**config.mk**
```make
export PLATFORM = sky130hd
export DESIGN_NAME = enc_dec_apb_driver_flat
export DESIGN_NICKNAME = d
export VERILOG_FILES = /design/src/rtl/enc_dec_pkg.sv /design/src/rtl/enc_dec_apb_driver_if.sv /design/src/rtl/enc_dec_apb_driver_apb_write_seq.sv /design/src/rtl/enc_dec_apb_driver.sv /design/src/flat_wrapper.sv
export SDC_FILE = /design/constraint.sdc
export NUM_CORES = 1
export LEC_CHECK = 0
export CAP_MARGIN = 20
export CORE_ASPECT_RATIO = 1.4
export CORE_MARGIN = 4
export CORE_UTILIZATION = 39
export CTS_CLUSTER_SIZE = 40
export DETAILED_ROUTE_END_ITERATION = 10
export MAX_ROUTING_LAYER = met4
export PLACE_DENSITY_LB_ADDON = 0.2
export SYNTH_ARGS = -nofsm -noshare
export SYNTH_HDL_FRONTEND = slang
export SYNTH_SLANG_ARGS = --single-unit
```
**constraint.sdc**
```tcl
create_clock -name clk -period 2.1 [get_ports clk]
set_input_delay 0.42 -clock clk [delete_from_list [all_inputs] [get_ports clk]]
set_output_delay 0.42 -clock clk [all_outputs]
set_load 0.05 [all_outputs]
```
**src/rtl/enc_dec_pkg.sv**
```systemverilog
// Shared definitions for the ECC engine APB driver: register map, job mode
// and result status encodings, and the state encodings of both FSMs.
package enc_dec_pkg;

    // Engine register offsets from the base address.
    localparam logic [7:0] REG_CTRL     = 8'h0;
    localparam logic [7:0] REG_DATA_IN  = 8'h4;
    localparam logic [7:0] REG_CW_WIDTH = 8'h8;
    localparam logic [7:0] REG_NOISE    = 8'hC;

    // Write index order; CTRL is last because writing it starts the engine.
    localparam logic [1:0] WI_DATA_IN  = 2'd0;
    localparam logic [1:0] WI_CW_WIDTH = 2'd1;
    localparam logic [1:0] WI_NOISE    = 2'd2;
    localparam logic [1:0] WI_CTRL     = 2'd3;

    typedef enum logic [1:0] {
        MODE_ENC     = 2'b00,
        MODE_DEC     = 2'b01,
        MODE_FULL    = 2'b10,
        MODE_ILLEGAL = 2'b11
    } mode_t;

    typedef enum logic [1:0] {
        STATUS_OK      = 2'b00,
        STATUS_TIMEOUT = 2'b01,
        STATUS_ILLEGAL = 2'b10
    } res_status_t;

    // Main driver FSM; the SETUP/ACCESS phases live in the write sequencer.
    typedef enum logic [1:0] {
        ST_IDLE      = 2'd0,
        ST_WRITE     = 2'd1,
        ST_WAIT_DONE = 2'd2,
        ST_RESULT    = 2'd3
    } drv_state_t;

    typedef enum logic [1:0] {
        SEQ_IDLE   = 2'd0,
        SEQ_SETUP  = 2'd1,
        SEQ_ACCESS = 2'd2
    } seq_phase_t;

    // Register offset addressed by a given write index.
    function automatic logic [7:0] reg_offset(input logic [1:0] wi);
        logic [7:0] off;
        case (wi)
            WI_DATA_IN:  off = REG_DATA_IN;
            WI_CW_WIDTH: off = REG_CW_WIDTH;
            WI_NOISE:    off = REG_NOISE;
            default:     off = REG_CTRL;
        endcase
        return off;
    endfunction

endpackage

```
**src/rtl/enc_dec_apb_driver_if.sv**
```systemverilog
// Bundle of the driver's job, APB, engine-status and result signals.
// Handshake rule for both job_* and res_*: a transfer happens on a rising
// clk edge where valid and ready are both high; the offering side holds
// its payload stable while valid is high and ready is low.
// The master modport is the driver's view, slave is its environment's.
interface enc_dec_apb_driver_if
    import enc_dec_pkg::*;
#(
    parameter int DATA_WIDTH      = 32,
    parameter int AMBA_ADDR_WIDTH = 20,
    parameter int AMBA_WORD       = 32
);
    logic                       job_valid;
    logic                       job_ready;
    logic [1:0]                 job_mode;
    logic [1:0]                 job_width;
    logic [DATA_WIDTH-1:0]      job_data;
    logic [DATA_WIDTH-1:0]      job_noise;

    logic [AMBA_ADDR_WIDTH-1:0] PADDR;
    logic [AMBA_WORD-1:0]       PWDATA;
    logic                       PSEL;
    logic                       PENABLE;
    logic                       PWRITE;

    logic                       operation_done;
    logic [DATA_WIDTH-1:0]      data_out;
    logic [1:0]                 num_of_errors;

    logic                       res_valid;
    logic                       res_ready;
    logic [DATA_WIDTH-1:0]      res_data;
    logic [1:0]                 res_errors;
    logic [1:0]                 res_status;

    logic                       busy;
    drv_state_t                 dbg_state;
    seq_phase_t                 dbg_phase;

    modport master (
        input  job_valid, job_mode, job_width, job_data, job_noise,
        input  operation_done, data_out, num_of_errors, res_ready,
        output job_ready, PADDR, PWDATA, PSEL, PENABLE, PWRITE,
        output res_valid, res_data, res_errors, res_status, busy,
        output dbg_state, dbg_phase
    );

    modport slave (
        output job_valid, job_mode, job_width, job_data, job_noise,
        output operation_done, data_out, num_of_errors, res_ready,
        input  job_ready, PADDR, PWDATA, PSEL, PENABLE, PWRITE,
        input  res_valid, res_data, res_errors, res_status, busy,
        input  dbg_state, dbg_phase
    );

endinterface

```
**src/rtl/enc_dec_apb_driver_apb_write_seq.sv**
```systemverilog
// Single APB write engine: a start pulse launches a SETUP cycle followed by
// an ACCESS cycle. o_done is high during ACCESS; a start seen in that cycle
// chains straight into the next SETUP so transfers run back to back.
// All APB outputs are registered and return to zero when idle.
module apb_write_seq
    import enc_dec_pkg::*;
#(
    parameter int AMBA_ADDR_WIDTH = 20,
    parameter int AMBA_WORD       = 32
)(
    input  logic                       clk,
    input  logic                       rst,
    input  logic                       i_start,
    input  logic [AMBA_ADDR_WIDTH-1:0] i_addr,
    input  logic [AMBA_WORD-1:0]       i_wdata,
    output logic                       o_done,
    output seq_phase_t                 o_phase,
    output logic [AMBA_ADDR_WIDTH-1:0] o_paddr,
    output logic [AMBA_WORD-1:0]       o_pwdata,
    output logic                       o_psel,
    output logic                       o_penable,
    output logic                       o_pwrite
);
    seq_phase_t                 r_phase;
    logic [AMBA_ADDR_WIDTH-1:0] r_paddr;
    logic [AMBA_WORD-1:0]       r_pwdata;
    logic                       r_psel;
    logic                       r_penable;
    logic                       r_pwrite;

    // SETUP -> ACCESS sequencing with registered APB outputs.
    always_ff @(posedge clk) begin
        if (rst) begin
            r_phase   <= SEQ_IDLE;
            r_paddr   <= '0;
            r_pwdata  <= '0;
            r_psel    <= 1'b0;
            r_penable <= 1'b0;
            r_pwrite  <= 1'b0;
        end else begin
            case (r_phase)
                SEQ_IDLE: begin
                    if (i_start) begin
                        r_phase   <= SEQ_SETUP;
                        r_paddr   <= i_addr;
                        r_pwdata  <= i_wdata;
                        r_psel    <= 1'b1;
                        r_penable <= 1'b0;
                        r_pwrite  <= 1'b1;
                    end
                end
                SEQ_SETUP: begin
                    r_phase   <= SEQ_ACCESS;
                    r_penable <= 1'b1;
                end
                SEQ_ACCESS: begin
                    if (i_start) begin
                        r_phase   <= SEQ_SETUP;
                        r_paddr   <= i_addr;
                        r_pwdata  <= i_wdata;
                        r_psel    <= 1'b1;
                        r_penable <= 1'b0;
                        r_pwrite  <= 1'b1;
                    end else begin
                        r_phase   <= SEQ_IDLE;
                        r_paddr   <= '0;
                        r_pwdata  <= '0;
                        r_psel    <= 1'b0;
                        r_penable <= 1'b0;
                        r_pwrite  <= 1'b0;
                    end
                end
                default: begin
                    r_phase   <= SEQ_IDLE;
                    r_paddr   <= '0;
                    r_pwdata  <= '0;
                    r_psel    <= 1'b0;
                    r_penable <= 1'b0;
                    r_pwrite  <= 1'b0;
                end
            endcase
        end
    end

    // The engine has no PREADY, so every ACCESS cycle completes its transfer.
    assign o_done    = (r_phase == SEQ_ACCESS);
    assign o_phase   = r_phase;
    assign o_paddr   = r_paddr;
    assign o_pwdata  = r_pwdata;
    assign o_psel    = r_psel;
    assign o_penable = r_penable;
    assign o_pwrite  = r_pwrite;

endmodule

```
**src/rtl/enc_dec_apb_driver.sv**
```systemverilog
// APB master feeding the ECC encode/decode engine. Accepts one job, writes
// DATA_IN, CODEWORD_WIDTH, NOISE and finally CTRL (which starts the engine),
// waits for operation_done with a timeout, and returns a result with status.
// Optional build macro ENC_DEC_WRITE_CACHE_EN: remember the last written
// width and noise and skip those writes when a new job repeats them.
module enc_dec_apb_driver
    import enc_dec_pkg::*;
#(
    parameter int DATA_WIDTH      = 32,
    parameter int AMBA_ADDR_WIDTH = 20,
    parameter int AMBA_WORD       = 32,
    parameter int BASE_ADDR       = 0,
    parameter int TIMEOUT_CYCLES  = 64
)(
    input  logic                 clk,
    input  logic                 rst,
    enc_dec_apb_driver_if.master bus
);
    localparam int CNT_W = $clog2(TIMEOUT_CYCLES) + 1;

    drv_state_t                 r_state;
    logic [1:0]                 r_wi;
    logic [1:0]                 r_mode;
    logic [1:0]                 r_width;
    logic [DATA_WIDTH-1:0]      r_data;
    logic [DATA_WIDTH-1:0]      r_noise;
    logic [CNT_W-1:0]           r_cnt;
    logic                       r_job_ready;
    logic                       r_busy;
    logic                       r_res_valid;
    logic [DATA_WIDTH-1:0]      r_res_data;
    logic [1:0]                 r_res_errors;
    logic [1:0]                 r_res_status;

    logic                       w_accept;
    logic                       w_seq_start;
    logic                       w_seq_done;
    logic                       w_skip_width;
    logic                       w_skip_noise;
    logic [1:0]                 w_next_wi;
    logic [1:0]                 w_start_wi;
    logic [AMBA_ADDR_WIDTH-1:0] w_wr_addr;
    logic [AMBA_WORD-1:0]       w_wr_data;

    assign w_accept = r_job_ready && bus.job_valid;

`ifdef ENC_DEC_WRITE_CACHE_EN
    logic                  r_cache_valid;
    logic [1:0]            r_cache_width;
    logic [DATA_WIDTH-1:0] r_cache_noise;

    // Record width/noise as their writes complete; the cache only becomes
    // valid once a full job has reached its CTRL write.
    always_ff @(posedge clk) begin
        if (rst) begin
            r_cache_valid <= 1'b0;
            r_cache_width <= '0;
            r_cache_noise <= '0;
        end else if (r_state == ST_WRITE && w_seq_done) begin
            case (r_wi)
                WI_CW_WIDTH: r_cache_width <= r_width;
                WI_NOISE:    r_cache_noise <= r_noise;
                WI_CTRL:     r_cache_valid <= 1'b1;
                default:     ;
            endcase
        end
    end

    assign w_skip_width = r_cache_valid && (r_cache_width == r_width);
    assign w_skip_noise = r_cache_valid && (r_cache_noise == r_noise);
`else
    assign w_skip_width = 1'b0;
    assign w_skip_noise = 1'b0;
`endif

    // Next write index after the current one, stepping over skipped registers.
    always_comb begin
        w_next_wi = WI_CTRL;
        case (r_wi)
            WI_DATA_IN: begin
                if (!w_skip_width)      w_next_wi = WI_CW_WIDTH;
                else if (!w_skip_noise) w_next_wi = WI_NOISE;
            end
            WI_CW_WIDTH: begin
                if (!w_skip_noise)      w_next_wi = WI_NOISE;
            end
            default: ;
        endcase
    end

    // A new write starts on acceptance of a legal job or chained off a
    // finishing ACCESS while registers remain.
    assign w_start_wi  = (r_state == ST_IDLE) ? WI_DATA_IN : w_next_wi;
    assign w_seq_start = (w_accept && (bus.job_mode != MODE_ILLEGAL)) ||
                         ((r_state == ST_WRITE) && w_seq_done && (r_wi != WI_CTRL));
    assign w_wr_addr   = AMBA_ADDR_WIDTH'(BASE_ADDR) +
                         AMBA_ADDR_WIDTH'(reg_offset(w_start_wi));

    // Write payload for the register being started. DATA_IN is always the
    // first write and launches in the acceptance cycle, so it is taken
    // straight from the job inputs rather than from the latched copy.
    always_comb begin
        w_wr_data = '0;
        case (w_start_wi)
            WI_DATA_IN:  w_wr_data = AMBA_WORD'(bus.job_data);
            WI_CW_WIDTH: w_wr_data = AMBA_WORD'(r_width);
            WI_NOISE:    w_wr_data = AMBA_WORD'(r_noise);
            default:     w_wr_data = AMBA_WORD'(r_mode);
        endcase
    end

    apb_write_seq #(
        .AMBA_ADDR_WIDTH (AMBA_ADDR_WIDTH),
        .AMBA_WORD       (AMBA_WORD)
    ) u_seq (
        .clk       (clk),
        .rst       (rst),
        .i_start   (w_seq_start),
        .i_addr    (w_wr_addr),
        .i_wdata   (w_wr_data),
        .o_done    (w_seq_done),
        .o_phase   (bus.dbg_phase),
        .o_paddr   (bus.PADDR),
        .o_pwdata  (bus.PWDATA),
        .o_psel    (bus.PSEL),
        .o_penable (bus.PENABLE),
        .o_pwrite  (bus.PWRITE)
    );

    // Main job FSM with registered handshake and result outputs.
    always_ff @(posedge clk) begin
        if (rst) begin
            r_state      <= ST_IDLE;
            r_wi         <= WI_DATA_IN;
            r_mode       <= '0;
            r_width      <= '0;
            r_data       <= '0;
            r_noise      <= '0;
            r_cnt        <= '0;
            r_job_ready  <= 1'b1;
            r_busy       <= 1'b0;
            r_res_valid  <= 1'b0;
            r_res_data   <= '0;
            r_res_errors <= '0;
            r_res_status <= '0;
        end else begin
            case (r_state)
                ST_IDLE: begin
                    if (w_accept) begin
                        r_mode      <= bus.job_mode;
                        r_width     <= bus.job_width;
                        r_data      <= bus.job_data;
                        r_noise     <= bus.job_noise;
                        r_wi        <= WI_DATA_IN;
                        r_job_ready <= 1'b0;
                        r_busy      <= 1'b1;
                        if (bus.job_mode == MODE_ILLEGAL) begin
                            r_state      <= ST_RESULT;
                            r_res_valid  <= 1'b1;
                            r_res_data   <= '0;
                            r_res_errors <= '0;
                            r_res_status <= STATUS_ILLEGAL;
                        end else begin
                            r_state <= ST_WRITE;
                        end
                    end
                end
                ST_WRITE: begin
                    if (w_seq_done) begin
                        if (r_wi == WI_CTRL) begin
                            r_state <= ST_WAIT_DONE;
                            r_cnt   <= '0;
                        end else begin
                            r_wi <= w_next_wi;
                        end
                    end
                end
                ST_WAIT_DONE: begin
                    // Completion takes priority over a simultaneous timeout.
                    if (bus.operation_done) begin
                        r_state      <= ST_RESULT;
                        r_res_valid  <= 1'b1;
                        r_res_data   <= bus.data_out;
                        r_res_errors <= bus.num_of_errors;
                        r_res_status <= STATUS_OK;
                    end else if (r_cnt == CNT_W'(TIMEOUT_CYCLES - 1)) begin
                        r_state      <= ST_RESULT;
                        r_res_valid  <= 1'b1;
                        r_res_data   <= '0;
                        r_res_errors <= '0;
                        r_res_status <= STATUS_TIMEOUT;
                    end else begin
                        r_cnt <= r_cnt + 1'b1;
                    end
                end
                ST_RESULT: begin
                    if (bus.res_ready) begin
                        r_state     <= ST_IDLE;
                        r_res_valid <= 1'b0;
                        r_job_ready <= 1'b1;
                        r_busy      <= 1'b0;
                    end
                end
                default: begin
                    r_state <= ST_IDLE;
                end
            endcase
        end
    end

    assign bus.job_ready  = r_job_ready;
    assign bus.busy       = r_busy;
    assign bus.res_valid  = r_res_valid;
    assign bus.res_data   = r_res_data;
    assign bus.res_errors = r_res_errors;
    assign bus.res_status = r_res_status;
    assign bus.dbg_state  = r_state;

endmodule

```
**src/flat_wrapper.sv**
```systemverilog
// flat-port wrapper written by rule: the top's interface ports become plain ports
module enc_dec_apb_driver_flat import enc_dec_pkg::*;
#(
    parameter int DATA_WIDTH      = 32,
    parameter int AMBA_ADDR_WIDTH = 20,
    parameter int AMBA_WORD       = 32,
    parameter int BASE_ADDR       = 0,
    parameter int TIMEOUT_CYCLES  = 64
)
  (clk, rst, bus_job_valid, bus_job_mode, bus_job_width, bus_job_data, bus_job_noise, bus_operation_done, bus_data_out, bus_num_of_errors, bus_res_ready, bus_job_ready, bus_PADDR, bus_PWDATA, bus_PSEL, bus_PENABLE, bus_PWRITE, bus_res_valid, bus_res_data, bus_res_errors, bus_res_status, bus_busy, bus_dbg_state, bus_dbg_phase);
  enc_dec_apb_driver_if #(.DATA_WIDTH(DATA_WIDTH), .AMBA_ADDR_WIDTH(AMBA_ADDR_WIDTH), .AMBA_WORD(AMBA_WORD)) bus_i ();
  input  logic clk;
  input  logic rst;
  input wire logic [$bits(bus_i.job_valid)-1:0] bus_job_valid;
  input wire logic [$bits(bus_i.job_mode)-1:0] bus_job_mode;
  input wire logic [$bits(bus_i.job_width)-1:0] bus_job_width;
  input wire logic [$bits(bus_i.job_data)-1:0] bus_job_data;
  input wire logic [$bits(bus_i.job_noise)-1:0] bus_job_noise;
  input wire logic [$bits(bus_i.operation_done)-1:0] bus_operation_done;
  input wire logic [$bits(bus_i.data_out)-1:0] bus_data_out;
  input wire logic [$bits(bus_i.num_of_errors)-1:0] bus_num_of_errors;
  input wire logic [$bits(bus_i.res_ready)-1:0] bus_res_ready;
  output wire logic [$bits(bus_i.job_ready)-1:0] bus_job_ready;
  output wire logic [$bits(bus_i.PADDR)-1:0] bus_PADDR;
  output wire logic [$bits(bus_i.PWDATA)-1:0] bus_PWDATA;
  output wire logic [$bits(bus_i.PSEL)-1:0] bus_PSEL;
  output wire logic [$bits(bus_i.PENABLE)-1:0] bus_PENABLE;
  output wire logic [$bits(bus_i.PWRITE)-1:0] bus_PWRITE;
  output wire logic [$bits(bus_i.res_valid)-1:0] bus_res_valid;
  output wire logic [$bits(bus_i.res_data)-1:0] bus_res_data;
  output wire logic [$bits(bus_i.res_errors)-1:0] bus_res_errors;
  output wire logic [$bits(bus_i.res_status)-1:0] bus_res_status;
  output wire logic [$bits(bus_i.busy)-1:0] bus_busy;
  output wire logic [$bits(bus_i.dbg_state)-1:0] bus_dbg_state;
  output wire logic [$bits(bus_i.dbg_phase)-1:0] bus_dbg_phase;
  assign bus_i.job_valid = bus_job_valid;
  assign bus_i.job_mode = bus_job_mode;
  assign bus_i.job_width = bus_job_width;
  assign bus_i.job_data = bus_job_data;
  assign bus_i.job_noise = bus_job_noise;
  assign bus_i.operation_done = bus_operation_done;
  assign bus_i.data_out = bus_data_out;
  assign bus_i.num_of_errors = bus_num_of_errors;
  assign bus_i.res_ready = bus_res_ready;
  assign bus_job_ready = bus_i.job_ready;
  assign bus_PADDR = bus_i.PADDR;
  assign bus_PWDATA = bus_i.PWDATA;
  assign bus_PSEL = bus_i.PSEL;
  assign bus_PENABLE = bus_i.PENABLE;
  assign bus_PWRITE = bus_i.PWRITE;
  assign bus_res_valid = bus_i.res_valid;
  assign bus_res_data = bus_i.res_data;
  assign bus_res_errors = bus_i.res_errors;
  assign bus_res_status = bus_i.res_status;
  assign bus_busy = bus_i.busy;
  assign bus_dbg_state = bus_i.dbg_state;
  assign bus_dbg_phase = bus_i.dbg_phase;
  enc_dec_apb_driver #(.DATA_WIDTH(DATA_WIDTH), .AMBA_ADDR_WIDTH(AMBA_ADDR_WIDTH), .AMBA_WORD(AMBA_WORD), .BASE_ADDR(BASE_ADDR), .TIMEOUT_CYCLES(TIMEOUT_CYCLES)) u_core (.clk(clk), .rst(rst), .bus(bus_i));
endmodule
```
==> results of run 1 <==
## cell type report
class,count,area share (%)
sequential,123,31.7
inverter,13,0.625
multi-input combinational,396,30.7
clock buffer,17,5.45
tap,153,2.45
timing repair buffer,210,27.0
clock inverter,15,2.10
## layer usage
metal | vias up | wire length (um) | track usage (%)
met2 | 181 | 7520 | 33.6
met5 | - | 0 | -
met4 | 0 | 136 | 6.01
li1 | 2346 | - | -
met1 | 2243 | 6320 | 23.5
met3 | 9 | 1100 | 6.39
## registers in the layout, indices dropped and copies added (netlist names)
| signal | cells |
|---|---|
| u_core.bus.res_data | 32 |
| u_core.r_noise | 32 |
| u_core.u_seq.o_pwdata | 32 |
| u_core.r_cnt | 7 |
| u_core.bus.dbg_state | 2 |
| u_core.bus.res_errors | 2 |
| u_core.bus.res_status | 2 |
| u_core.r_mode | 2 |
| u_core.r_wi | 2 |
| u_core.r_width | 2 |
| u_core.u_seq.o_paddr | 2 |
| u_core.u_seq.o_phase | 2 |
| u_core.bus.busy | 1 |
| u_core.bus.job_ready | 1 |
| u_core.bus.res_valid | 1 |
| u_core.u_seq.o_pwrite | 1 |
## metrics by stage
step	hold slack, ns	cell area (sq um)	TNS [ns]	std cells
detailed placement	0.445	7210	-1.75	895
finish	0.400	7800	0	927
global placement	0.441	7210	0	895
global route	0.430	7800	0	927
floorplan	0.436	5230	0	590
CTS	0.374	7790	0	927
## repair_timing
action	4_1_cts	5_1_grt
gates resized for setup	3	5
pin swaps	0	1
setup endpoints to repair	3	6
## report_power, final
part / switching (W) / internal [W] / total [W]
logic: 0.00161 / 0.00104 / 0.00265
clock network: 0.00113 / 0.00177 / 0.00290
registers: 0.000166 / 0.00259 / 0.00276
## cells by family after synthesis
group	synth area share, %
AO/OA/AOI/OAI	20.0
XOR/XNOR	0.170
adder cells (fa/ha/maj)	2.43
buffers and inverters	7.26
flip-flops	47.8
multiplexers	7.02
other	0.0728
AND/OR/NAND/NOR	15.2
## final timing paths
check / cells past startpoint / to / slack (ns)
worst max-delay path: 1 / bus_PWRITE / 0.05
worst min-delay path: 4 / u_core.u_seq.o_pwrite$_SDFFE_PP0P_ / 0.40
worst max register to register: 8 / u_core.u_seq.o_pwdata[0]$_SDFFE_PP0P_ / 0.12
worst min register to register: 2 / u_core.bus.res_data[13]$_SDFFE_PP0P_ / 0.46
## cells in the final DEF, fill, tap and decap left out, drive strengths merged, types with 2 or more instances in the layout
cell type / instances
clkdlybuf4s50: 181
nand2: 160
dfxtp: 123
a21oi: 42
mux2i: 35
o2bb2ai: 31
a22oi: 30
buf: 26
conb: 18
clkbuf: 17
inv: 17
ha: 10
nor2: 10
o21ai: 7
clkinv: 7
and2: 4
o32ai: 4
nand3: 4
nor2b: 3
a22o: 3
nor3: 3
a211oi: 3
dlygate4sd2: 3
or3: 2
o221ai: 2
a222oi: 2
o311ai: 2
o31ai: 2
clkinvlp: 2
bufinv: 2
o311a: 2
==> reports/results.tsv, run 1 <==
metric	value	unit
netlist.area_leader.share	47.8	%
cts_tree	built	
synth_common_cells	nand2_1 (160), dfxtp_1 (123), a21oi_1 (42)	
antenna_left	0	
total_power	0.00830	W
hold_viol	0	
cts-buffers-inserted	17	
maxCapViolCount	0	
die_w	105	um
setup_violations	0	
outcome	complete, no violations	
setup_ws	0.0501	ns
netlist_instances	573	
first_iter_violations	202	
root_buffer	clkbuf_16	
fin_util	60.6	%
grt_max_degree	41	
finalMaxSlewViolations	0	
rsz0062_at_grt	no	
skew	0.0109	ns
nets	878	
fin_crit	2.05	ns
peakVddDrop	0.000492	V
max-clock-path-buffers	2	
hold_class	input port to register	
htreeDepth	4	
synthArstFlopShare	0	%
post_cts_buffers	0	
yosysWarnings	0	
initial_core_util	40.0	%
rows	49	
max_stage_delay	0.84	ns
diodes	0	
cp-startpoint	u_core.u_seq.o_pwrite$_SDFFE_PP0P_	
vias	4779	
synth_most_common_cell	nand2_1	
synthTopCellsByArea	dfxtp_1 (48%), nand2_1 (12%), mux2i_1 (6.8%)	
antenna_found_initial	0	
synth_ff_type	dfxtp_1	
clock_latency	0.40	ns
fp.coreArea	12900	sq um
clkSinkCount	123	
clk_pin_slew	0.05	ns
register_area	2470	sq um
multi_input_area	2400	sq um
routed_wirelength	15100	um
grt-ovfl-total	0	
vias_per_cell	5.16	
dr.pass1.iters	4	
grtUsageTotal	20.2	%
endpoint_kind	output port	
synthDistinctLibCells	52	
drive_above_1_share	9.43	%
pre_cts_slack	-0.0791	ns
cp_cell_sequence	clkdlybuf4s50_1	
max_slew.worst_pin.slew	0.544	ns
io_pins	205	
hp-start	rst	
relSlewSlack	63.6	%
reg2reg_from	u_core.bus.dbg_state[1]$_SDFFE_PP0P_	
hold_buffers	0	
path_delay_family	buffers and inverters	
finalCritPeriodShare	97.6	%
cp_slowest_cell	clkdlybuf4s50_1	
cp-start-kind	register	
yosysSeqAreaShare	47.8	%
fmax	488	MHz
drt-wirelength-per-cell	16.3	um
synth_largest_area_cell	dfxtp_1	
required	1.68	ns
fp.dieArea	15100	sq um
critPathKind	register to output port	
crit_arrival	1.63	ns
area_delta_synth_final	51.4	%
synth_edf_count	0	
avgSynthCellArea	8.99	sq um
worst-path-buf-inv	1	
dp_hpwl	10700	um
ys_ff_latch	123	
synth_area	5150	sq um
grt_pass1_vias	4833	
io_buffers	186	
grt_pass1_wl	24000	um
worst-path-max-fanout	3	
p_leak	2.86	nW
drc	0	
routabilityCongestion	0.815	
fillers	1161	
fp.dieH	144	um
p_per_area	1060	nW/um^2
(Power assumes the default switching activity.)
==> run 2, diff against run 1 <==
--- a/config.mk
+++ b/config.mk
@@ -8,7 +8,7 @@
 export CAP_MARGIN = 20
 export CORE_ASPECT_RATIO = 1.4
 export CORE_MARGIN = 4
-export CORE_UTILIZATION = 39
+export CORE_UTILIZATION = 40
 export CTS_CLUSTER_SIZE = 40
 export DETAILED_ROUTE_END_ITERATION = 10
 export MAX_ROUTING_LAYER = met4
==> constraint.sdc (replaced) <==
create_clock -name clk -period 2.24 [get_ports clk]
set_input_delay 0.448 -clock clk [delete_from_list [all_inputs] [get_ports clk]]
set_output_delay 0.448 -clock clk [all_outputs]
set_load 0.05 [all_outputs]
==> run 2 against run 1 <==
Total power decreased by 7.4%. Combinational power decreased by 8.3%. Design area decreased by 0.91%.
==> reports/results.tsv, run 2 (synthesis gave the netlist of run 1 again) <==
metric	value	unit	change
antenna_left	0		unchanged
hold_buffers	0		unchanged
vias	4733		-0.96%
grt-ovfl-total	0		unchanged
finalCritPeriodShare	96.9	%	
routabilityCongestion	0.876		+7.5%
grt_max_degree	38		-7.3%
die_w	104	um	-1.2%
dp_hpwl	10800	um	+1.3%
rsz0062_at_grt	no		
reg2reg_from	u_core.bus.dbg_state[0]$_SDFFE_PP0P_		
relSlewSlack	61.8	%	-1.9 points
routed_wirelength	14800	um	-1.8%
nets	871		-0.80%
grtUsageTotal	20.5	%	+0.35 points
worst-path-buf-inv	1		unchanged
setup_violations	0		unchanged
cp-start-kind	register		
max_slew.worst_pin.slew	0.572	ns	+0.0281 ns
htreeDepth	4		unchanged
peakVddDrop	0.000513	V	+4.2%
multi_input_area	2390	sq um	-0.21%
fp.coreArea	12500	sq um	-3.0%
dr.pass1.iters	4		unchanged
setup_tns	0	ns	unchanged
fin_crit	2.17	ns	
hp-start	rst		
vias_per_cell	5.16		+0.12%
initial_core_util	41.3	%	+1.2 points
hold_end	u_core.u_seq.o_pwrite$_SDFFE_PP0P_		
max_stage_delay	0.86	ns	+0.02 ns
endpoint_kind	output port		
io_buffers	186		unchanged
hold_viol	0		unchanged
r2r-end	u_core.u_seq.o_pwdata[0]$_SDFFE_PP0P_		
antenna_found_initial	0		unchanged
io_pins	205		unchanged
final_common_cell	clkdlybuf4s50_1		
holdPathStages	4		unchanged
outcome	complete, no violations		
p_leak	2.81	nW	-2.0%
final_cell_mix	clkdlybuf4s50_1 (185), nand2_1 (160), dfxtp_1 (121), a21oi_1 (41), mux2i_1 (35)		
p_per_area	994	nW/um^2	-6.6%
fp.dieArea	14800	sq um	-2.3%
rrSetupSlack	0.16	ns	+0.04 ns
worst-path-max-fanout	8		+5
diodes	0		unchanged
grt_pass1_wl	24200	um	+0.97%
max-clock-path-buffers	2		unchanged
finalMaxSlewViolations	0		unchanged
fin_area	7730	sq um	-0.91%
crit_arrival	1.72	ns	+0.09 ns
rows	48		-2.0%
cp_slowest_cell	clkdlybuf4s50_1		
grt_pass1_vias	4955		+2.5%
cts-buffers-inserted	17		unchanged
area_delta_synth_final	50.0	%	
dpl_cell_area	7140	sq um	-0.97%
drive_above_1_share	8.08	%	-1.3 points
cp_cell_sequence	clkdlybuf4s50_1		
hold_class	input port to register		
clkSinkCount	123		unchanged
fmax	461	MHz	
skew	0.00941	ns	-0.00151 ns
cts_tree	built		
path_delay_family	buffers and inverters		
clk_pin_slew	0.06	ns	about the same
first_iter_violations	248		+23%
drt-wirelength-per-cell	16.2	um	-0.77%
required	1.79	ns	+0.11 ns
register_area	2470	sq um	unchanged
maxCapViolCount	0		unchanged
clock_latency	0.40	ns	about the same
fp.dieH	142	um	-1.2%
fillers	1064		-8.4%
root_buffer	clkbuf_16		
critPathKind	register to output port		
rr_worst_depth	8		unchanged
drc	0		unchanged
[run 2: final cells by class]
class,count,area share [%]
Sequential cell,123,31.9
Tap cell,150,2.43
Clock buffer,19,5.73
Multi-Input combinational cell,396,30.9
Timing Repair Buffer,203,26.5
Clock inverter,13,1.84
Inverter,13,0.631
[run 2: where the power goes]
group          internal, W  switching (W)
Combinational     0.000941        0.00149
Sequential         0.00243       0.000154
Clock              0.00167       0.000995
Total              0.00504        0.00264
[run 2: how the worst max path moves through the flow]
| stage | startpoint | cells after the start | to |
|---|---|---|---|
| floorplan | u_core.bus.dbg_state[0]$_SDFFE_PP0P_ | 9 | u_core.u_seq.o_pwdata[0]$_SDFFE_PP0P_ |
| global placement | bus_job_mode[0] | 6 | u_core.u_seq.o_pwdata[19]$_SDFFE_PP0P_ |
| detailed placement | bus_job_mode[0] | 6 | u_core.u_seq.o_pwdata[19]$_SDFFE_PP0P_ |
| CTS | u_core.bus.dbg_state[0]$_SDFFE_PP0P_ | 8 | u_core.u_seq.o_pwdata[0]$_SDFFE_PP0P_ |
| global route | u_core.bus.job_ready$_SDFFE_PP1P_ | 1 | bus_job_ready |
| finish | u_core.bus.job_ready$_SDFFE_PP1P_ | 1 | bus_job_ready |
[run 2: per-layer routing]
metal | up-vias | GRT usage, % | wire [um]
li1 | 2330 | - | -
met1 | 2208 | 23.4 | 6200
met2 | 181 | 34.2 | 7360
met3 | 14 | 7.04 | 1070
met4 | 0 | 6.44 | 186
met5 | - | - | 0
[run 2: stage by stage]
| step | std cells | hold WS [ns] | total power (W) | utilization (%) | setup WS (ns) |
|---|---|---|---|---|---|
| floorplan | 590 | 0.436 | 0.00424 | - | 0.0806 |
| global placement | 885 | 0.441 | 0.00503 | 57.2 | 0.0577 |
| detailed placement | 885 | 0.446 | 0.00507 | 57.2 | 0.0201 |
| CTS | 917 | 0.379 | 0.00776 | 61.8 | 0.0448 |
| global route | 917 | 0.429 | 0.00808 | 61.9 | 0.0124 |
| finish | 917 | 0.392 | 0.00769 | 61.9 | 0.0699 |
[run 2: what timing repair did]
| action | in CTS | in global routing |
|---|---|---|
| endpoints found under the setup margin | 0 | 13 |
| gates resized for setup | 0 | 2 |
| buffers inserted | 0 | 0 |
==> run 3, diff against run 2 <==
--- a/config.mk
+++ b/config.mk
@@ -12,7 +12,8 @@
 export CTS_CLUSTER_SIZE = 40
 export DETAILED_ROUTE_END_ITERATION = 10
 export MAX_ROUTING_LAYER = met4
-export PLACE_DENSITY_LB_ADDON = 0.2
+export PLACE_DENSITY = 0.84
+export REMOVE_ABC_BUFFERS = 1
 export SYNTH_ARGS = -nofsm -noshare
 export SYNTH_HDL_FRONTEND = slang
 export SYNTH_SLANG_ARGS = --single-unit
==> run 3 against run 2 <==
Worst hold slack better by 0.028 ns. Worst setup slack better by 0.020 ns. First-iteration DRC count down 41%. Critical path depth unchanged. Combinational power up 2%. Non-clock buffer count up 4. Global-route usage about the same. Sequential power about the same. Maximum frequency up 0.92%. Critical endpoint is now bus_PENABLE. Highest routed layer unchanged.
==> reports/results.tsv, run 3 (synthesis gave the netlist of run 1 again) <==
metric	value	unit	change
endpoint_kind	output port		
fp.dieH	142	um	unchanged
p_per_area	1020	nW/um^2	+2.2%
fin_hold_ws	0.420	ns	+0.0284 ns
drt-wirelength-per-cell	15.9	um	-1.5%
max_stage_delay	0.85	ns	about the same
p_clk_share	36.6	%	+1.9 points
io_buffers	186		unchanged
clock_latency	0.41	ns	about the same
peakVddDrop	0.000508	V	-0.88%
reg2reg_from	u_core.bus.dbg_state[1]$_SDFFE_PP0P_		
skew	0.0107	ns	+0.00132 ns
max-clock-path-buffers	2		unchanged
cts_tree	built		
max_slew.worst_pin.slew	0.557	ns	-0.0146 ns
path_delay_family	buffers and inverters		
dp_hpwl	10300	um	-4.6%
p_comb_share	31.1	%	-0.6 points
clkSinkCount	123		unchanged
post_cts_buffers	0		unchanged
cp-startpoint	u_core.u_seq.o_phase[1]$_SDFFE_PP0N_		
antenna_found_initial	0		unchanged
cp_slowest_cell	clkdlybuf4s50_1		
setup_violations	0		unchanged
htreeDepth	4		unchanged
final_common_cell	clkdlybuf4s50_1		
grt-ovfl-total	0		unchanged
finalCritPeriodShare	96.0	%	-0.88 points
grtUsageTotal	20.6	%	+0.039 points
rsz0062_at_grt	no		
first_iter_violations	146		-41%
swShare	33.8	%	-0.55 points
relSlewSlack	62.7	%	+0.98 points
drc	0		unchanged
diodes	0		unchanged
intPower	0.00524	W	+4.0%
drive_above_1_share	7.92	%	-0.16 points
holdPathStages	4		unchanged
fin_util	62.4	%	+0.54 points
grt_pass1_vias	4887		-1.4%
area_delta_synth_final	51.3	%	
required	1.79	ns	about the same
critPathKind	register to output port		
grt_pass1_wl	24000	um	-0.97%
worst-path-max-fanout	5		-3
die_w	104	um	unchanged
p_leak	2.86	nW	+1.8%
routabilityCongestion	0.814		-7.1%
worst-path-buf-inv	1		unchanged
fin_area	7800	sq um	+0.87%
outcome	complete, no violations		
routed_wirelength	14600	um	-1.2%
power.switching	0.00268	W	+1.4%
crit_arrival	1.70	ns	-0.02 ns
nets	875		+0.46%
vias	4765		+0.68%
hold_class	input port to register		
cts-buffers-inserted	17		unchanged
hp-start	rst		
io_pins	205		unchanged
rr_worst_depth	8		unchanged
cp-start-kind	register		
initial_core_util	41.3	%	unchanged
vias_per_cell	5.18		+0.35%
fp.dieArea	14800	sq um	unchanged
antenna_left	0		unchanged
finalMaxSlewViolations	0		unchanged
fin_crit	2.15	ns	-0.0198 ns
p_seq_share	32.3	%	-1.3 points
cp.depth	1		unchanged
final_cell_mix	clkdlybuf4s50_1 (184), nand2_1 (160), dfxtp_1 (123), a21oi_1 (42), mux2i_1 (35)		
maxCapViolCount	0		unchanged
clk_pin_slew	0.06	ns	about the same
fp.coreArea	12500	sq um	unchanged
cp_cell_sequence	clkdlybuf4s50_1		
dpl_cell_area	7170	sq um	+0.49%
dr.pass1.iters	4		unchanged
rows	48		unchanged
hold_viol	0		unchanged
root_buffer	clkbuf_16		
grt_max_degree	38		unchanged
fmax	465	MHz	+0.92%
==> run 3: cell types whose count changed in the layout (fill, tap and decap cells not counted), moves of 2 or more <==
cell        previous run  this run
dfxtp_1              121       123
clkinvlp_4             5         2
buf_4                 12        15
bufinv_16              2         4
dfxtp_4                2         0
clkinv_4               1         4
==> run 3: final timing paths <==
| kind | end | slack [ns] |
|---|---|---|
| worst min-delay path | u_core.u_seq.o_pwrite$_SDFFE_PP0P_ | 0.42 |
| worst max-delay path | bus_PENABLE | 0.09 |
| worst min register to register | u_core.bus.res_data[9]$_SDFFE_PP0P_ | 0.45 |
| worst max register to register | u_core.u_seq.o_pwdata[25]$_SDFFE_PP0P_ | 0.13 |
==> run 3: stage by stage <==
stage	worst slack, ns	total power (W)	cells	setup TNS, ns
2_1_floorplan	-0.527	0.00412	532	-35.24
3_3_place_gp	0.0973	0.00503	889	0
3_5_place_dp	0.0486	0.00508	889	0
4_1_cts	0.0137	0.00798	920	0
5_1_grt	0.00820	0.00830	920	0
6_report	0.0896	0.00792	920	0
==> run 3: power groups by stage <==
stage	clock (W)	combinational [W]	sequential [W]
after floorplan	0	0.00108	0.00304
after global placement	0	0.00243	0.00259
after global routing	0.00305	0.00266	0.00258
after detailed placement	0	0.00247	0.00260
final	0.00290	0.00247	0.00256
after CTS	0.00294	0.00248	0.00256
==> run 3: layout make-up <==
| class | count | area (sq um) |
|---|---|---|
| inverter | 13 | 48.8 |
| sequential | 123 | 2460 |
| clock inverter | 13 | 193 |
| multi-input combinational | 396 | 2390 |
| timing repair buffer | 207 | 2090 |
| fill | 1010 | 4690 |
| tap | 150 | 188 |
| clock buffer | 18 | 429 |
==> run 3: per-layer routing <==
metal	track usage, %	part of all wire (%)	vias to the layer above
met1	22.8	41	2204
met3	7.35	9.1	16
met5	-	0	-
li1	-	-	2339
met2	34.9	49	206
met4	6.37	1.2	0
==> run 3: repair_timing <==
item	4_1_cts	5_1_grt
resized for setup	0	1
endpoints found under the setup margin	0	1
hold buffers	0	0
